==> src/rtl/ldpc_pkg.sv <==
// Shared definitions for the LDPC input framer: FSM state encoding and
// the default width of the descriptor frame-length field.
package ldpc_pkg;
    localparam int LEN_WIDTH_DEF = 16;

    typedef enum logic [1:0] {
        IDLE,
        CTRL,
        DATA,
        DRAIN
    } frame_state_e;
endpackage

==> src/rtl/axis_if.sv <==
// Minimal AXI-Stream bundle used on every framer port.
interface AxisIf #(
    parameter int W = 32
);
    logic [W-1:0] tdata;
    logic         tvalid;
    logic         tready;
    logic         tlast;

    modport master (output tdata, output tvalid, output tlast, input tready);
    modport slave  (input tdata, input tvalid, input tlast, output tready);
endinterface

==> src/rtl/axis_skid_buffer.sv <==
// Single-register AXIS stage: one cycle of latency, full throughput, and the
// output beat stays frozen while the consumer stalls.
module axis_skid_buffer #(
    parameter int W = 32
) (
    input  logic         clk,
    input  logic         rst,
    input  logic         s_valid_i,
    input  logic         s_last_i,
    input  logic [W-1:0] s_data_i,
    output logic         s_ready_o,
    output logic         m_valid_o,
    output logic         m_last_o,
    output logic [W-1:0] m_data_o,
    input  logic         m_ready_i
);
    logic         valid_q, valid_d;
    logic [W:0]   data_q, data_d;

    always_comb begin
        s_ready_o = !valid_q || m_ready_i;
        valid_d   = valid_q;
        data_d    = data_q;
        if (s_ready_o) begin
            valid_d = s_valid_i;
            if (s_valid_i) data_d = {s_last_i, s_data_i};
        end
    end

    always_ff @(posedge clk or posedge rst) begin
        if (rst) begin
            valid_q <= 1'b0;
            data_q  <= '0;
        end else begin
            valid_q <= valid_d;
            data_q  <= data_d;
        end
    end

    assign m_valid_o = valid_q;
    assign m_last_o  = data_q[W];
    assign m_data_o  = data_q[W-1:0];
endmodule

==> src/rtl/ldpc_input_framer.sv <==
// Frames raw LLR beats against a length descriptor: forwards the descriptor,
// then exactly len beats (truncating or draining on a tlast mismatch).
module ldpc_input_framer
    import ldpc_pkg::*;
#(
    parameter int DATA_WIDTH = 32,
    parameter int CTRL_WIDTH = 32,
    parameter int LEN_WIDTH  = LEN_WIDTH_DEF
) (
    input  logic        clk,
    input  logic        rst,
    AxisIf.slave        s_axis_ctrl,
    AxisIf.slave        s_axis_din,
    AxisIf.master       m_axis_ctrl,
    AxisIf.master       m_axis_dout,
    output logic        frame_err,
    output logic [15:0] frame_cnt
);
    frame_state_e          state_q, state_d;
    logic [LEN_WIDTH-1:0]  remaining_q, remaining_d;
    logic [CTRL_WIDTH-1:0] ctrl_q, ctrl_d;
    logic                  frame_err_q, frame_err_d;
    logic [15:0]           frame_cnt_q;

    logic [LEN_WIDTH-1:0]  ctrl_len;
    logic                  ctrl_fire, din_fire, drain_fire, frame_done;
    logic                  skid_in_valid, skid_in_ready, skid_in_last;
    logic                  unused_ctrl_tlast;

    assign unused_ctrl_tlast = s_axis_ctrl.tlast;
    assign ctrl_len          = s_axis_ctrl.tdata[LEN_WIDTH-1:0];

    // Readies are masked during reset since IDLE would otherwise accept ctrl.
    assign s_axis_ctrl.tready = (state_q == IDLE) && !rst;
    assign s_axis_din.tready  = !rst && (((state_q == DATA) && skid_in_ready) ||
                                         (state_q == DRAIN));

    assign ctrl_fire     = s_axis_ctrl.tvalid && s_axis_ctrl.tready;
    assign skid_in_valid = s_axis_din.tvalid && (state_q == DATA);
    assign din_fire      = skid_in_valid && skid_in_ready;
    assign drain_fire    = s_axis_din.tvalid && (state_q == DRAIN);
    assign skid_in_last  = s_axis_din.tlast || (remaining_q == LEN_WIDTH'(1));
    assign frame_done    = m_axis_dout.tvalid && m_axis_dout.tready && m_axis_dout.tlast;

    assign m_axis_ctrl.tdata  = ctrl_q;
    assign m_axis_ctrl.tvalid = (state_q == CTRL);
    assign m_axis_ctrl.tlast  = 1'b1;

    always_comb begin
        state_d     = state_q;
        remaining_d = remaining_q;
        ctrl_d      = ctrl_q;
        frame_err_d = 1'b0;
        case (state_q)
            IDLE: begin
                if (ctrl_fire) begin
                    if (ctrl_len == '0) begin
                        frame_err_d = 1'b1;
                    end else begin
                        ctrl_d      = s_axis_ctrl.tdata;
                        remaining_d = ctrl_len;
                        state_d     = CTRL;
                    end
                end
            end
            CTRL: begin
                if (m_axis_ctrl.tready) state_d = DATA;
            end
            DATA: begin
                if (din_fire) begin
                    remaining_d = remaining_q - LEN_WIDTH'(1);
                    if (s_axis_din.tlast) begin
                        // Truncated when the source ends before the count does.
                        frame_err_d = (remaining_q != LEN_WIDTH'(1));
                        remaining_d = '0;
                        state_d     = IDLE;
                    end else if (remaining_q == LEN_WIDTH'(1)) begin
                        frame_err_d = 1'b1;
                        state_d     = DRAIN;
                    end
                end
            end
            DRAIN: begin
                if (drain_fire && s_axis_din.tlast) state_d = IDLE;
            end
            default: state_d = IDLE;
        endcase
    end

    always_ff @(posedge clk or posedge rst) begin
        if (rst) begin
            state_q     <= IDLE;
            remaining_q <= '0;
            ctrl_q      <= '0;
            frame_err_q <= 1'b0;
            frame_cnt_q <= '0;
        end else begin
            state_q     <= state_d;
            remaining_q <= remaining_d;
            ctrl_q      <= ctrl_d;
            frame_err_q <= frame_err_d;
            if (frame_done) frame_cnt_q <= frame_cnt_q + 16'd1;
        end
    end

    assign frame_err = frame_err_q;
    assign frame_cnt = frame_cnt_q;

    axis_skid_buffer #(.W(DATA_WIDTH)) u_skid (
        .clk       (clk),
        .rst       (rst),
        .s_valid_i (skid_in_valid),
        .s_last_i  (skid_in_last),
        .s_data_i  (s_axis_din.tdata),
        .s_ready_o (skid_in_ready),
        .m_valid_o (m_axis_dout.tvalid),
        .m_last_o  (m_axis_dout.tlast),
        .m_data_o  (m_axis_dout.tdata),
        .m_ready_i (m_axis_dout.tready)
    );
endmodule

==> src/flat_wrapper.sv <==
// flat-port wrapper written by rule: the top's interface ports become plain ports
module ldpc_input_framer_flat import ldpc_pkg::*;
#(
    parameter int DATA_WIDTH = 32,
    parameter int CTRL_WIDTH = 32,
    parameter int LEN_WIDTH  = LEN_WIDTH_DEF
)
  (clk, rst, frame_err, frame_cnt, s_axis_ctrl_tdata, s_axis_ctrl_tvalid, s_axis_ctrl_tlast, s_axis_ctrl_tready, s_axis_din_tdata, s_axis_din_tvalid, s_axis_din_tlast, s_axis_din_tready, m_axis_ctrl_tdata, m_axis_ctrl_tvalid, m_axis_ctrl_tlast, m_axis_ctrl_tready, m_axis_dout_tdata, m_axis_dout_tvalid, m_axis_dout_tlast, m_axis_dout_tready);
  AxisIf #(.W(32)) s_axis_ctrl_i ();
  AxisIf #(.W(32)) s_axis_din_i ();
  AxisIf #(.W(32)) m_axis_ctrl_i ();
  AxisIf #(.W(32)) m_axis_dout_i ();
  input  logic clk;
  input  logic rst;
  output logic frame_err;
  output logic [15:0] frame_cnt;
  input wire logic [$bits(s_axis_ctrl_i.tdata)-1:0] s_axis_ctrl_tdata;
  input wire logic [$bits(s_axis_ctrl_i.tvalid)-1:0] s_axis_ctrl_tvalid;
  input wire logic [$bits(s_axis_ctrl_i.tlast)-1:0] s_axis_ctrl_tlast;
  output wire logic [$bits(s_axis_ctrl_i.tready)-1:0] s_axis_ctrl_tready;
  input wire logic [$bits(s_axis_din_i.tdata)-1:0] s_axis_din_tdata;
  input wire logic [$bits(s_axis_din_i.tvalid)-1:0] s_axis_din_tvalid;
  input wire logic [$bits(s_axis_din_i.tlast)-1:0] s_axis_din_tlast;
  output wire logic [$bits(s_axis_din_i.tready)-1:0] s_axis_din_tready;
  output wire logic [$bits(m_axis_ctrl_i.tdata)-1:0] m_axis_ctrl_tdata;
  output wire logic [$bits(m_axis_ctrl_i.tvalid)-1:0] m_axis_ctrl_tvalid;
  output wire logic [$bits(m_axis_ctrl_i.tlast)-1:0] m_axis_ctrl_tlast;
  input wire logic [$bits(m_axis_ctrl_i.tready)-1:0] m_axis_ctrl_tready;
  output wire logic [$bits(m_axis_dout_i.tdata)-1:0] m_axis_dout_tdata;
  output wire logic [$bits(m_axis_dout_i.tvalid)-1:0] m_axis_dout_tvalid;
  output wire logic [$bits(m_axis_dout_i.tlast)-1:0] m_axis_dout_tlast;
  input wire logic [$bits(m_axis_dout_i.tready)-1:0] m_axis_dout_tready;
  assign s_axis_ctrl_i.tdata = s_axis_ctrl_tdata;
  assign s_axis_ctrl_i.tvalid = s_axis_ctrl_tvalid;
  assign s_axis_ctrl_i.tlast = s_axis_ctrl_tlast;
  assign s_axis_ctrl_tready = s_axis_ctrl_i.tready;
  assign s_axis_din_i.tdata = s_axis_din_tdata;
  assign s_axis_din_i.tvalid = s_axis_din_tvalid;
  assign s_axis_din_i.tlast = s_axis_din_tlast;
  assign s_axis_din_tready = s_axis_din_i.tready;
  assign m_axis_ctrl_tdata = m_axis_ctrl_i.tdata;
  assign m_axis_ctrl_tvalid = m_axis_ctrl_i.tvalid;
  assign m_axis_ctrl_tlast = m_axis_ctrl_i.tlast;
  assign m_axis_ctrl_i.tready = m_axis_ctrl_tready;
  assign m_axis_dout_tdata = m_axis_dout_i.tdata;
  assign m_axis_dout_tvalid = m_axis_dout_i.tvalid;
  assign m_axis_dout_tlast = m_axis_dout_i.tlast;
  assign m_axis_dout_i.tready = m_axis_dout_tready;
  ldpc_input_framer #(.DATA_WIDTH(DATA_WIDTH), .CTRL_WIDTH(CTRL_WIDTH), .LEN_WIDTH(LEN_WIDTH)) u_core (.clk(clk), .rst(rst), .s_axis_ctrl(s_axis_ctrl_i), .s_axis_din(s_axis_din_i), .m_axis_ctrl(m_axis_ctrl_i), .m_axis_dout(m_axis_dout_i), .frame_err(frame_err), .frame_cnt(frame_cnt));
endmodule
==> config.mk <==
export PLATFORM = sky130hd
export DESIGN_NAME = ldpc_input_framer_flat
export DESIGN_NICKNAME = d
export VERILOG_FILES = /design/src/rtl/ldpc_pkg.sv /design/src/rtl/axis_if.sv /design/src/rtl/axis_skid_buffer.sv /design/src/rtl/ldpc_input_framer.sv /design/src/flat_wrapper.sv
export SDC_FILE = /design/constraint.sdc
export NUM_CORES = 1
export LEC_CHECK = 0
export ABC_AREA = 0
export BUFFER_PORTS_ARGS = -buffer_cell sky130_fd_sc_hd__buf_2
export CORE_MARGIN = 5
export CORE_UTILIZATION = 30
export CTS_CLUSTER_SIZE = 14
export DETAILED_ROUTE_END_ITERATION = 7
export SLEW_MARGIN = 0
export SYNTH_ARGS = -nofsm -noshare
export SYNTH_HDL_FRONTEND = slang
export SYNTH_SLANG_ARGS = --single-unit
==> constraint.sdc <==
create_clock -name clk -period 8.5 [get_ports clk]
set_input_delay 1.275 -clock clk [delete_from_list [all_inputs] [get_ports clk]]
set_output_delay 1.275 -clock clk [all_outputs]
set_load 0.01 [all_outputs]
# Yosys cells after proc, flatten, opt, wreduce, memory -nomap -nowiden
# Index checks and enable logic that the tools add are counted.
[op_classes] eq_ne=11 bitwise_logic=1 n_div=0 mux=19 shifts=0 n_mul=0 n_lt_le_gt_ge=0 reduce_logical=22 addsub=2
[ops] operator="$mux 16" n=4
[ops] operator="$pmux 16 s2" n=1
[ops] operator="$add 16x1->16 const B" n=1
[ops] operator="$eq 16x1->1 const B" n=1
[ops] operator="$logic_not 16->1" n=1
[ops] operator="$ne 16x1->1 const B" n=1
[ops] operator="$sub 16x1->16 const B" n=1
[ops] operator="$mux 2" n=7
[ops] operator="$logic_and 1x1->1" n=10
[ops] operator="$pmux 2 s4" n=1
[ops] operator="$ne 2x1->1 const B" n=3
[ops] operator="$reduce_and 6->1" n=1
[ops] operator="$mux 1" n=5
[ops] operator="$eq 2x2->1 const B" n=2
[ops] operator="$ne 2x2->1 const B" n=2
[ops] operator="$reduce_and 4->1" n=1
[ops] operator="$logic_or 1x1->1" n=3
[ops] operator="$ne 3x3->1 const B" n=1
[ops] operator="$reduce_and 3->1" n=1
[ops] operator="$eq 2x1->1 const B" n=1
[ops] operator="$logic_not 1->1" n=2
[ops] operator="$logic_not 2->1" n=1
[ops] operator="$pmux 1 s2" n=1
[ops] operator="$reduce_and 2->1" n=1
[ops] operator="other kinds (2)" n=2
[word_totals] output_inout_bits=87 n_memories=0 input_bits=72 ramBits=0 romBits=0 reg_bits=101 latch_bits=0

# Logic depth before layout (Yosys ltp)
# Gate-level depths: netlist of run 1.
[logic_depth] ltp_word=5 ltp_mapped=9 depth_no_buf=8

# Cells and area by module
# A second synthesis of run 1 with hierarchy kept.
[hier_totals] hier_cells=365 hier_area_um2=4655.7
[by_module_without_submodules] mod="ldpc_input_framer" cells_per_inst=291 seq_area_each_um2=1676.6 area_per_inst_um2=3224.3 n_inst=1
[by_module_without_submodules] mod="axis_skid_buffer" cells_per_inst=74 seq_area_each_um2=850.8 area_per_inst_um2=1431.4 n_inst=1

# Worst setup path before layout of run 1
# No wires, ideal clock.
[synth_timing] path_type="in2out" start="input m_axis_dout_tready" end="output s_axis_din_tready" cell_stages=3 path_buffers=0 slack_ns=5.515 t_required_ns=7.225 t_arrival_ns=1.710 cell_sequence="nand2b_1 -> nor2_1 -> nor3_1"
[synth_via] elab_chain_cells=4
[synth_rtl] item="start: declaration" line="flat_wrapper.sv:32" text="input wire logic [$bits(m_axis_dout_i.tready)-1:0] m_axis_dout_tready;"
[synth_rtl] item="$logic_or 1x1->1" line="axis_skid_buffer.sv:21" text="s_ready_o = !valid_q || m_ready_i;"
[synth_rtl] item="$logic_and 1x1->1" line="ldpc_input_framer.sv:35" text="assign s_axis_din.tready = !rst && (((state_q == DATA) && skid_in_ready) ||"
[synth_rtl] item="$logic_or 1x1->1" line="ldpc_input_framer.sv:35"
[synth_rtl] item="$logic_and 1x1->1" line="ldpc_input_framer.sv:35"
[synth_rtl] item="end: declaration" line="flat_wrapper.sv:24" text="output wire logic [$bits(s_axis_din_i.tready)-1:0] s_axis_din_tready;"
# Every way passes these cells.

# Worst setup path after layout of run 1
# Ends and elaborated chain as after synthesis.

==> results, run 1 <==
- The count of maximum capacitance violations is 0.
- The clock net in this run drives a total of ~100 sinks.
- The critical path goes through buf_2 -> nand2b_1 -> nor2_1 -> nor3_1 -> buf_2.
- Relative to the synthesized area, the layout overhead comes to 25.4%.
- The clock tree skew after final layout is 0.00553 ns.
- A synthesized cell averages 10.6 sq um.
- Along the worst hold path, the cell count comes to 1.
- In this design, the stage delay of the slowest critical-path cell is about 0.20 ns.
- The final standard cell area without fillers is 5810 sq um.
- The congestion estimate from routability-driven global placement came to 0.864.
- Measured along the y axis, the die boundary spans 134 um.
- The via count of the first global-routing pass is 3843.
- The die covers 18000 sq um.
- The worst register-to-register path has a setup slack of 5.69 ns.
- The worst setup path is captured at a primary output.
- The maximum clock insertion buffer count is 2.
- The mapped cell area is 4630 sq um.
- The slowest stage of the critical path belongs to the cell nand2b_1.
- Along the worst path, the maximum fanout reaches 4.
- The number of cells produced by synthesis is approximately 440.
- The leading cell type in the layout, fill and taps excluded is buf_2.
- Of the synthesized area, sequential elements account for 54.5%.
- The number of antenna diodes in the final layout is 0.
- The final worst slack is 5.21 ns.
- The clock transition at the register clock pins on the worst setup and hold paths after CTS is 0.07 ns.
- The half-perimeter wire length after placement is approximately 9.1 mm.
- The netlist uses 55 different library cells.
- In the global route stage, overall resource usage came out at between 10 and 15%.
- For this run the aggregate overflow at the end of global routing stands at 0.
- Among the stages of the critical path, the cell type that occurs most often is buf_2.
- TritonCTS built the clock tree.
- The library cells used most frequently in the layout, excluding fill and tap cells, are buf_2 (156), nand2_1 (124), dfrtp_1 (101).
- Detailed routing inserted a total of 3801 vias.
- Input and output buffers added on the ports amount to 156.
- The worst setup path is of the input port to primary output kind.
- The largest net degree at the start of global routing is slightly below 60.
- Of all flip-flops after synthesis, the portion carrying an async set or reset was 100%.
- Once the clock tree was built, the resizer swapped 0 gates to a different size.
- The final hold violation count was 0.
- The aggregate negative setup slack is 0 ns.
- The final routed wire length divided by cell count is 16.2 um.
- The worst pin sits at a relative slew slack of 12.0%.
- The floorplan core area is 15200 sq um.
- In the synthesized netlist the dominant register cell turns out to be dfrtp_1.
- The minimum period implied by the final worst setup slack is 3.29 ns.
- The initial antenna violation count is 1.
- The detailed router's first-iteration violation count is approximately 240.
- The worst hold path terminates at u_core.frame_cnt[15].
- Dividing total power by cell area gives a power density of 351 nW/um^2.
- The highest attainable clock frequency is 0.304 GHz.
- The die outline width is 134 um.
- 159 I/O pins were placed.
- The detail route stage leaves a number of antenna-violating nets equal to 0.
- The via density per instance is 4.90.
- During synthesis, Yosys emitted a total of 0 warnings.
- The number of buffers inserted during clock tree synthesis is 9.
- Yosys mapped a number of flops with a built-in enable equal to 0.
- CTS built an H-tree with a depth of 3.
- The worst reg-to-reg path cell count is 4.
- Post-CTS timing repair inserted 0 buffers for setup.
- In this run the most critical hold path is launched from u_core.frame_cnt[15].
- The first global-routing pass estimated roughly 20 mm of wire.
- The leakage power is ~2.9 nW.
- The number of synthesized register bits is 101.
- The cell sitting at the root of the clock tree is a clkbuf_16.
- The data required time of the worst path is 7.22 ns.
- The worst-case vdd ir drop is 0.125 mV.
- After layout, the worst path uses about two fifths of the clock period.
- The number of setup violations in the final report is 0.
- The minimum setup slack after placement is 4.91 ns.
- The floorplan row count is between 40 and 50.
- Buffers inserted to repair hold after CTS numbered 0.
- The first detailed-routing pass took 4 iterations.
- After the last flow step, the layout net total stands at 659.
- The startpoint of the worst setup timing path is m_axis_dout_tready.
- The overall routed net length is 12.5 mm.
- The end of the worst register-to-register path is u_core.remaining_q[0].
- The category of the worst setup path launch point is an input port.
- The class of the worst hold path is flop to flop.
- The post-detailed-placement cell area is 5540 sq um.
- Setup repair after global routing left no endpoint under its margin.
- At the worst endpoint, the arrival time is 2.01 ns.
- Once the floorplan was initialized, standard cells occupied between 30% and 40% of the core.
- The startpoint of the most critical register-to-register path is u_core.state_q[0].
- The flow ran to the end, and the final reports show no timing, DRC or antenna violations.
- The final max-slew violation count is 0.
- The slew at the pin with the worst max-slew slack is around 1.3 ns.
- The clock reaches the later pin of the worst-skew pair after 0.35 ns.
- For this run, design rule violations remaining after detail routing come to 0.
- The synthesized net count is 514.
- The ratio of cells with drive above 1 in the final layout is a little over a third.
per-layer routing:
layer	wire, um	track usage (%)
met5	13	0
met4	182	4.98
met3	1020	4.54
met2	5730	20.9
met1	5580	18.8
cells by family (layout without fill, tap and decap cells):
| family | after synthesis | count (layout) | synth area share [%] |
|---|---|---|---|
| AND/OR/NAND/NOR | 196 | 196 | 20.2 |
| flip-flops | 101 | 101 | 54.5 |
| AO/OA/AOI/OAI | 51 | 51 | 9.07 |
| multiplexers | 35 | 35 | 8.45 |
| buffers and inverters | 35 | 184 | 3.78 |
| XOR/XNOR | 15 | 15 | 2.83 |
| adder cells (fa/ha/maj) | 4 | 4 | 1.08 |
| other | 1 | 1 | 0.0809 |
registers in the layout, summed over array words and instances (netlist names):
register	cells
u_core.remaining_q	16
u_core.m_axis_ctrl.tdata	32
u_core.u_skid.m_valid_o	1
u_core.frame_cnt	16
u_core.state_q	2
u_core.u_skid.data_q	33
u_core.frame_err	1
per-stage QoR:
stage               total power [mW]  hold WS [ns]  util [%]  cells
global route                    2.20         0.488      38.2    775
global placement                1.64         0.453      36.5    760
floorplan                       1.36         0.504         -    438
CTS                             2.07         0.471      38.2    775
detailed placement              1.67         0.457      36.5    760
finish                          2.04         0.474      38.2    775
report_power, final:
group | internal [mW] | switching [mW] | leakage [nW]
registers | 0.687 | 0.162 | 1.25
clock network | 0.199 | 0.191 | 0.128
logic | 0.349 | 0.452 | 1.53
Yosys cell counts (2+ instances only):
cell       number  area [sq um]
nand2_1       124           465
dfrtp_1       101          2530
mux2_2         24           270
nand3_1        17          85.1
nor2_1         14          52.6
inv_1          11          41.3
o221ai_1       11          96.3
xnor2_1        10          87.6
mux2_1          9           101
buf_2           8          40.0
clkbuf_1        8          30.0
o211ai_1        6          45.0
buf_4           5          37.5
nand4_1         5          31.3
xor2_1          5          43.8
a21oi_1         4          20.0
a2bb2oi_1       4          35.0
and2_1          4          25.0
and3_1          4          25.0
and4_1          4          35.0
ha_1            4          50.1
nand2b_1        4          25.0
nor4_1          4          25.0
nor3_1          3          15.0
o21ai_0         3          15.0
o221ai_2        3          45.0
o311ai_0        3          26.3
a21o_1          2          15.0
a31oi_1         2          12.5
a32oi_1         2          17.5
buf_6           2          22.5
mux2i_1         2          20.0
nor2b_1         2          12.5
nor4_4          2          42.5
o31a_1          2          17.5
how the worst max path moves through the flow:
stage / end
3_5_place_dp: u_core.m_axis_ctrl.tdata[11]
6_report: s_axis_din_tready
2_1_floorplan: u_core.frame_cnt[0]
4_1_cts: s_axis_din_tready
3_3_place_gp: u_core.m_axis_ctrl.tdata[12]
5_1_grt: s_axis_din_tready
area by class of cell:
cell class,count,area (sq um)
flip-flops and latches,101,2530
clock buffers,9,225
clock inverters,6,46.3
inverters,11,43.8
multi-input cells,302,1940
well taps,188,235
fillers,1540,9390
repair buffers,158,796
worst max-delay path: cells and delay by family:
family,cells,cell delay [ns]
buffers and inverters,2,0.29
AND/OR/NAND/NOR,3,0.45
Note: power is estimated with default switching activity, not from simulation.
==> run 2: changes to the inputs <==
clock period = 3.2 ns   (was 8.5 ns; I/O delays follow)
==> results, run 2 (synthesis gave the netlist of run 1 again) <==
- The count of maximum capacitance violations is 0.
- The data arrival at the endpoint of the critical path is 2.54 ns.
- The layout filler cell count is about 1500.
- The largest delay contributor family on the critical path is simple AND/OR/NAND/NOR gates.
- Counting flops per register, the top entry is u_core.u_skid.data_q.
- No sink is reached through more buffers than the 2 on the longest clock path.
- From synthesis to final layout, the design area changed by 27.4%.
- The count of nets left with antenna violations once routing finished came out at 0.
- Entering global routing, the biggest net connects 58 pins.
- The worst path in the final design needs a cycle of roughly 2.3 ns, including I/O delays and setup.
- The placed cell count is 764.
- The number of standard cells in the final layout excluding fillers is 780.
- After routing, the total negative slack on setup checks comes to 0 ns.
- The clock power share is approximately a fifth.
- The switching share of total power is between 30% and 40%.
- The core region is 15200 sq um.
- The detailed router's first-iteration violation count is 182.
- After detailed routing, the average wire length per cell comes to 15.9 um.
- The register with the most flip-flops in the layout has 33 of them.
- The startpoint of the worst setup timing path is u_core.state_q[0].
- The startpoint of the most critical register-to-register path is u_core.state_q[0].
- The tree is rooted in a clkbuf_16.
- The analysis attributes to cell leakage a power of approximately 3.0 nW.
- Counting every sink on the clock net gives 101.
- The die outline width is 134 um.
- Setup repair after global routing left no endpoint under its margin.
- The first detailed-routing pass took 6 iterations.
- The portion of total power attributed to combinational logic is 38.4%.
- The clock transition at the register clock pins on the worst setup and hold paths after CTS is approximately 0.070 ns.
- Across the VDD grid, the largest voltage drop is 0.342 mV.
- The clock tree skew after final layout is between 0.008 and 0.009 ns.
- Timing would allow up to 0.433 GHz.
- The floorplan step defined a die boundary enclosing 18000 sq um.
- The final weighted congestion in routability-driven placement is 0.819.
- The number of setup violations in the final report is 0.
- The total track usage is 13.8%.
- The repair_antennas step left the layout with diodes totalling 0.
- Dividing total power by cell area gives a power density of roughly 940 nW/um^2.
- The wire length of the first global-routing pass is 20.1 mm.
- For this run, design rule violations remaining after detail routing come to 0.
- The critical-path cell with the highest stage delay is dfrtp_1.
- The final route contains 3832 vias.
- The final hold violation count is 0.
- In the final layout, flip-flops and latches occupy 2530 sq um.
- The floorplan has 45 rows.
- The slew at the pin with the worst max-slew slack is approximately 0.58 ns.
- The initial antenna violation count is 0.
- The via count of the first global-routing pass was 3817.
- The data required time of the worst path is between 3 and 4 ns.
- Per report_power, the sequential group accounts for 40.7% of the total.
- The number of hold buffers added after CTS is 0.
- In this run the power spent charging and discharging nets is 2.14 mW.
- Across all hold checks on the routed design, the worst slack comes to 0.214 ns.
- The category of the worst setup path launch point is a flop.
- The final max-slew violation count is 0.
- Using the TritonRoute via totals, the vias-per-cell ratio works out to 4.91.
- TritonCTS created 9 clock buffers.
- The type of the worst setup path is flop to flop.
- The H-tree was split into 3 levels.
- In this run the worst path has a maximum fanout of 20.
- The final net count is 663.
- The flow ran to the end, and the final reports show no timing, DRC or antenna violations.
- The internal portion of the total power is approximately 3.4 mW.
- Wires add up to between 10 and 15 mm.
- The half-perimeter wire length after placement is 9.05 mm.
- The highest cell delay on the worst timing path is approximately 0.53 ns.
- Of the cells placed in the final design, the portion with a size suffix greater than 1 is 36.5%.
- The count of buffers added on input and output ports is 156.
- The count of cells resized by post-cts repair is 0.
- The class of the worst hold path is input port to async pin.
- The die boundary height is roughly 130 um.
- The worst path uses 72.1% of the clock period.
- Measured against its own limit, the worst slew margin works out to between 60% and 70%.
- TritonCTS built the clock tree.
- Once the floorplan was initialized, standard cells occupied 30.5% of the core.
- Leaving out fill and tap cells, the most frequent cell in the layout is buf_2.
- Leaving out fill and tap cells, the most frequent cells in the layout are buf_2 (156), nand2_1 (124), dfrtp_1 (101).
- Walking the worst path, the cells encountered are nor3_2 -> nand2_1 -> nor2_2 -> buf_4 -> mux2_2.
- The critical path buffer and inverter count is 1.
- The combined area of the multi-input logic cells is 1940 sq um.
- The sort of element at the end of the critical path is a flop.
- Clock latency on the worst-skew pair, taken at its later pin, is between 0.3 and 0.4 ns.
- After clock tree synthesis, the setup repair step added 0 buffers.
- ~160 I/O pins were placed.
- Global routing finished with a remaining overflow of 0.
run 2: path summary, 6_finish.rpt:
check	to	slack (ns)	cells after the start
max	u_core.m_axis_ctrl.tdata[19]	0.89	5
min	u_core.frame_cnt[4]	0.21	2
max reg2reg	u_core.m_axis_ctrl.tdata[19]	0.89	5
min reg2reg	u_core.frame_cnt[15]	0.47	1
max in group asynchronous	u_core.u_skid.data_q[18]	2.26	3
min in group clk	u_core.u_skid.data_q[17]	0.31	3
run 2: final cells by class:
cell class | instances | area share [%]
Sequential cell | 101 | 42.8
Clock inverter | 6 | 1.36
Timing Repair Buffer | 162 | 14.2
Inverter | 11 | 0.742
Multi-Input combinational cell | 302 | 32.9
Clock buffer | 10 | 4.05
Tap cell | 188 | 3.98
run 2: metrics by stage:
| step | setup WS [ns] | power [mW] | util (%) | area, sq um |
|---|---|---|---|---|
| CTS | 0.847 | 5.64 | 38.8 | 5900 |
| finish | 0.892 | 5.55 | 38.8 | 5900 |
| global route | 0.701 | 5.98 | 38.8 | 5900 |
| global placement | 0.770 | 4.37 | 36.7 | 5580 |
| detailed placement | 0.761 | 4.44 | 36.7 | 5580 |
| floorplan | 0.0729 | 3.62 | - | 4630 |
run 2: layer usage:
| metal | part of all wire [%] | GRT usage (%) |
|---|---|---|
| met5 | 0 | 0 |
| met4 | 1.3 | 4.81 |
| met3 | 7.5 | 3.75 |
| met2 | 46 | 21.3 |
| met1 | 45 | 18.9 |
run 2: worst reg2reg max path, stage by stage, from the launching register on:
cell,delay [ns]
dfrtp_1,0.53
nor3_2,0.27
nand2_1,0.16
nor2_2,0.48
buf_4,0.39
mux2_2,0.38
run 2: power groups by stage:
stage / combinational (mW) / clock (mW) / sequential (mW)
3_3_place_gp: 2.13 / 0 / 2.24
6_report: 2.13 / 1.16 / 2.26
4_1_cts: 2.17 / 1.20 / 2.26
5_1_grt: 2.38 / 1.25 / 2.34
3_5_place_dp: 2.18 / 0 / 2.27
2_1_floorplan: 1.23 / 0 / 2.39
==> run 3: changes to the inputs <==
clock period = 2.05 ns   (was 3.2 ns; I/O delays follow)
==> results, run 3 (synthesis gave the netlist of run 1 again) <==
- For this run the aggregate overflow at the end of global routing stands at 0.
- The worst setup path is captured at a flop.
- Entering global routing, the biggest net connects 51 pins.
- The tool flagged a number of max-cap violations equal to 0.
- The type of the worst setup path is flop to flop.
- The final max-slew violation count was 0.
- The power per unit of standard cell area is 1440 nW/um^2.
- At the end of routability-driven placement, the weighted congestion stood at 0.826.
- The data arrival at the endpoint of the critical path is 2.19 ns.
- The total via count after detailed routing is 3945.
- The number of flip-flops in the largest register is 33.
- Clock tree synthesis found a total of 101 sinks.
- The min-delay analysis places its worst path in the category input port to flop.
- In the layout the commonest cells are buf_2 (156), nand2_1 (124), dfrtp_1 (99).
- Counting I/O delays and the setup requirement, the final critical path takes 1.95 ns.
- Static timing analysis puts the maximum clock frequency at 0.514 GHz.
- The number of H-tree levels is 3.
- Summing all non-filler instances in the final layout gives an area of 6100 sq um.
- After floorplanning, the core was divided into 45 placement rows.
- The via count of the first global-routing pass came to 3995.
- Once placement finished, the instance area stood at between 5000 and 6000 sq um.
- The leakage power is 3.06 nW.
- The run finished with clean final reports.
- The aggregate negative setup slack is 0 ns.
- The initial antenna violation count came to 0.
- After clock tree synthesis, the clock-pin slew on the worst setup and hold paths is 0.07 ns.
- The leading cell type in the layout, fill and taps excluded is buf_2.
- The ratio of cells with drive above 1 in the final layout is 39.2%.
- Setup repair after global routing could not meet its margin everywhere.
- In the routed design, unresolved DRC markers number 0.
- The later-pin clock latency in the skew report is 0.35 ns.
- The count of buffers added on input and output ports is 156.
- The category of the worst setup path launch point is a flop.
- In this run the remaining antenna-violating nets after routing total 0.
- Data on the critical path is required at its endpoint by 2.29 ns.
- Detailed placement ended at an HPWL of 9.66 mm.
- The highest net fanout along the worst path is 3.
- The detailed router's first-iteration violation count is 176.
- The initial core utilization is 30.5%.
- The area growth from synthesis to layout is 31.5%.
- The wire length of the first global-routing pass is roughly 20 mm.
- The die covers ~18000 sq um.
- The cell sitting at the root of the clock tree is a clkbuf_16.
- Clock tree synthesis inserted a total of 9 buffers.
- The via density per instance is 4.89.
- The largest register by flop count is u_core.u_skid.data_q.
- The number of setup violations in the final report is 0.
- The final worst-path cycle share is 94.9%.
- The TritonCTS clock tree is built.
- After detailed routing, the average wire length per cell comes to between 15 and 20 um.
- The final hold violation count is 0.
- The total iterations of the first detailed-routing run is 5.
- In this run the deepest clock path goes through 2 buffers.
- The die outline width is 134 um.
- The clock tree skew after final layout is just over 0.007 ns.
- The overall routed net length is 12.8 mm.
- The floorplan core area is 15200 sq um.
- The worst-case vdd ir drop is just under 0.6 mV.
- The total I/O pin count is 159.
- The layout filler cell count is 1538.
- For this run, the post-layout net count is 688.
- The die boundary height is 134 um.
- The total track usage is 14.2%.
## run 3: cell count changes in the layout (fill, tap and decap cells not counted), moves of 2 or more
cell        previous run  this run
dfrtp_2                0         2
buf_12                 1         4
clkinvlp_4             1         3
dfrtp_1              101        99
buf_4                  5        26
## run 3: path summary, 6_finish.rpt
| kind | startpoint | to | cells after the start | slack [ns] |
|---|---|---|---|---|
| max in group asynchronous | rst | u_core.u_skid.data_q[24] | 4 | 0.87 |
| min in group asynchronous | rst | u_core.frame_err | 3 | 0.52 |
| worst min register to register | u_core.frame_cnt[15] | u_core.frame_cnt[15] | 1 | 0.47 |
| worst min-delay path | s_axis_din_tdata[15] | u_core.u_skid.data_q[15] | 3 | 0.15 |
| worst max-delay path | u_core.remaining_q[9] | u_core.state_q[0] | 8 | 0.10 |
| worst max register to register | u_core.remaining_q[9] | u_core.state_q[0] | 8 | 0.10 |
## run 3: timing repair
action / CTS / global route
buffers inserted: 0 / 2
gates resized for setup: 0 / 4
endpoints found under the setup margin: 0 / 1
hold buffers: 1 / 0
endpoints found under the hold margin: 12 / 0
## run 3: final cells by class
cell class / instances / area (sq um) / share of cell area (%)
Sequential cell: 101 / 2530 / 41.5
Multi-Input combinational cell: 302 / 1940 / 31.9
Timing Repair Buffer: 187 / 1070 / 17.5
Tap cell: 188 / 235 / 3.86
Clock buffer: 10 / 229 / 3.76
Clock inverter: 6 / 46.3 / 0.759
Inverter: 11 / 45.0 / 0.739
Antenna cell: 1 / 2.50 / 0.0411
## run 3: layer usage
metal | vias up | part of all wire [%] | GRT usage [%]
li1 | 1867 | - | -
met1 | 1924 | 44 | 18.2
met2 | 142 | 48 | 22.8
met3 | 12 | 7.2 | 4.13
met4 | 0 | 1.2 | 5.09
met5 | - | 0 | 0
## run 3: metrics by stage
stage	setup slack [ns]	hold slack [ns]	util (%)	cells	total power, mW
5_1_grt	-0.0461	0.135	40.1	805	9.44
4_1_cts	0.0902	0.131	40.0	803	8.88
3_5_place_dp	0.0974	0.345	38.1	786	7.22
6_report	0.105	0.148	40.1	806	8.77
3_3_place_gp	0.129	0.339	38.1	786	7.07
2_1_floorplan	0.141	0.413	-	438	5.64
## run 3: worst max-delay path: stages, from the launching register on
cell and delay, ns:
dfrtp_2 0.44, nor4_4 0.33, nand4b_1 0.15, nor2_1 0.13
nand3_1 0.09, ha_2 0.21, o211ai_1 0.24, a21boi_1 0.10
a21o_1 0.15
## run 3: where the power goes
part / switching [mW] / internal, mW
Combinational: 2.03 / 1.68
Clock: 0.781 / 0.833
Sequential: 0.590 / 2.85
Total: 3.40 / 5.37
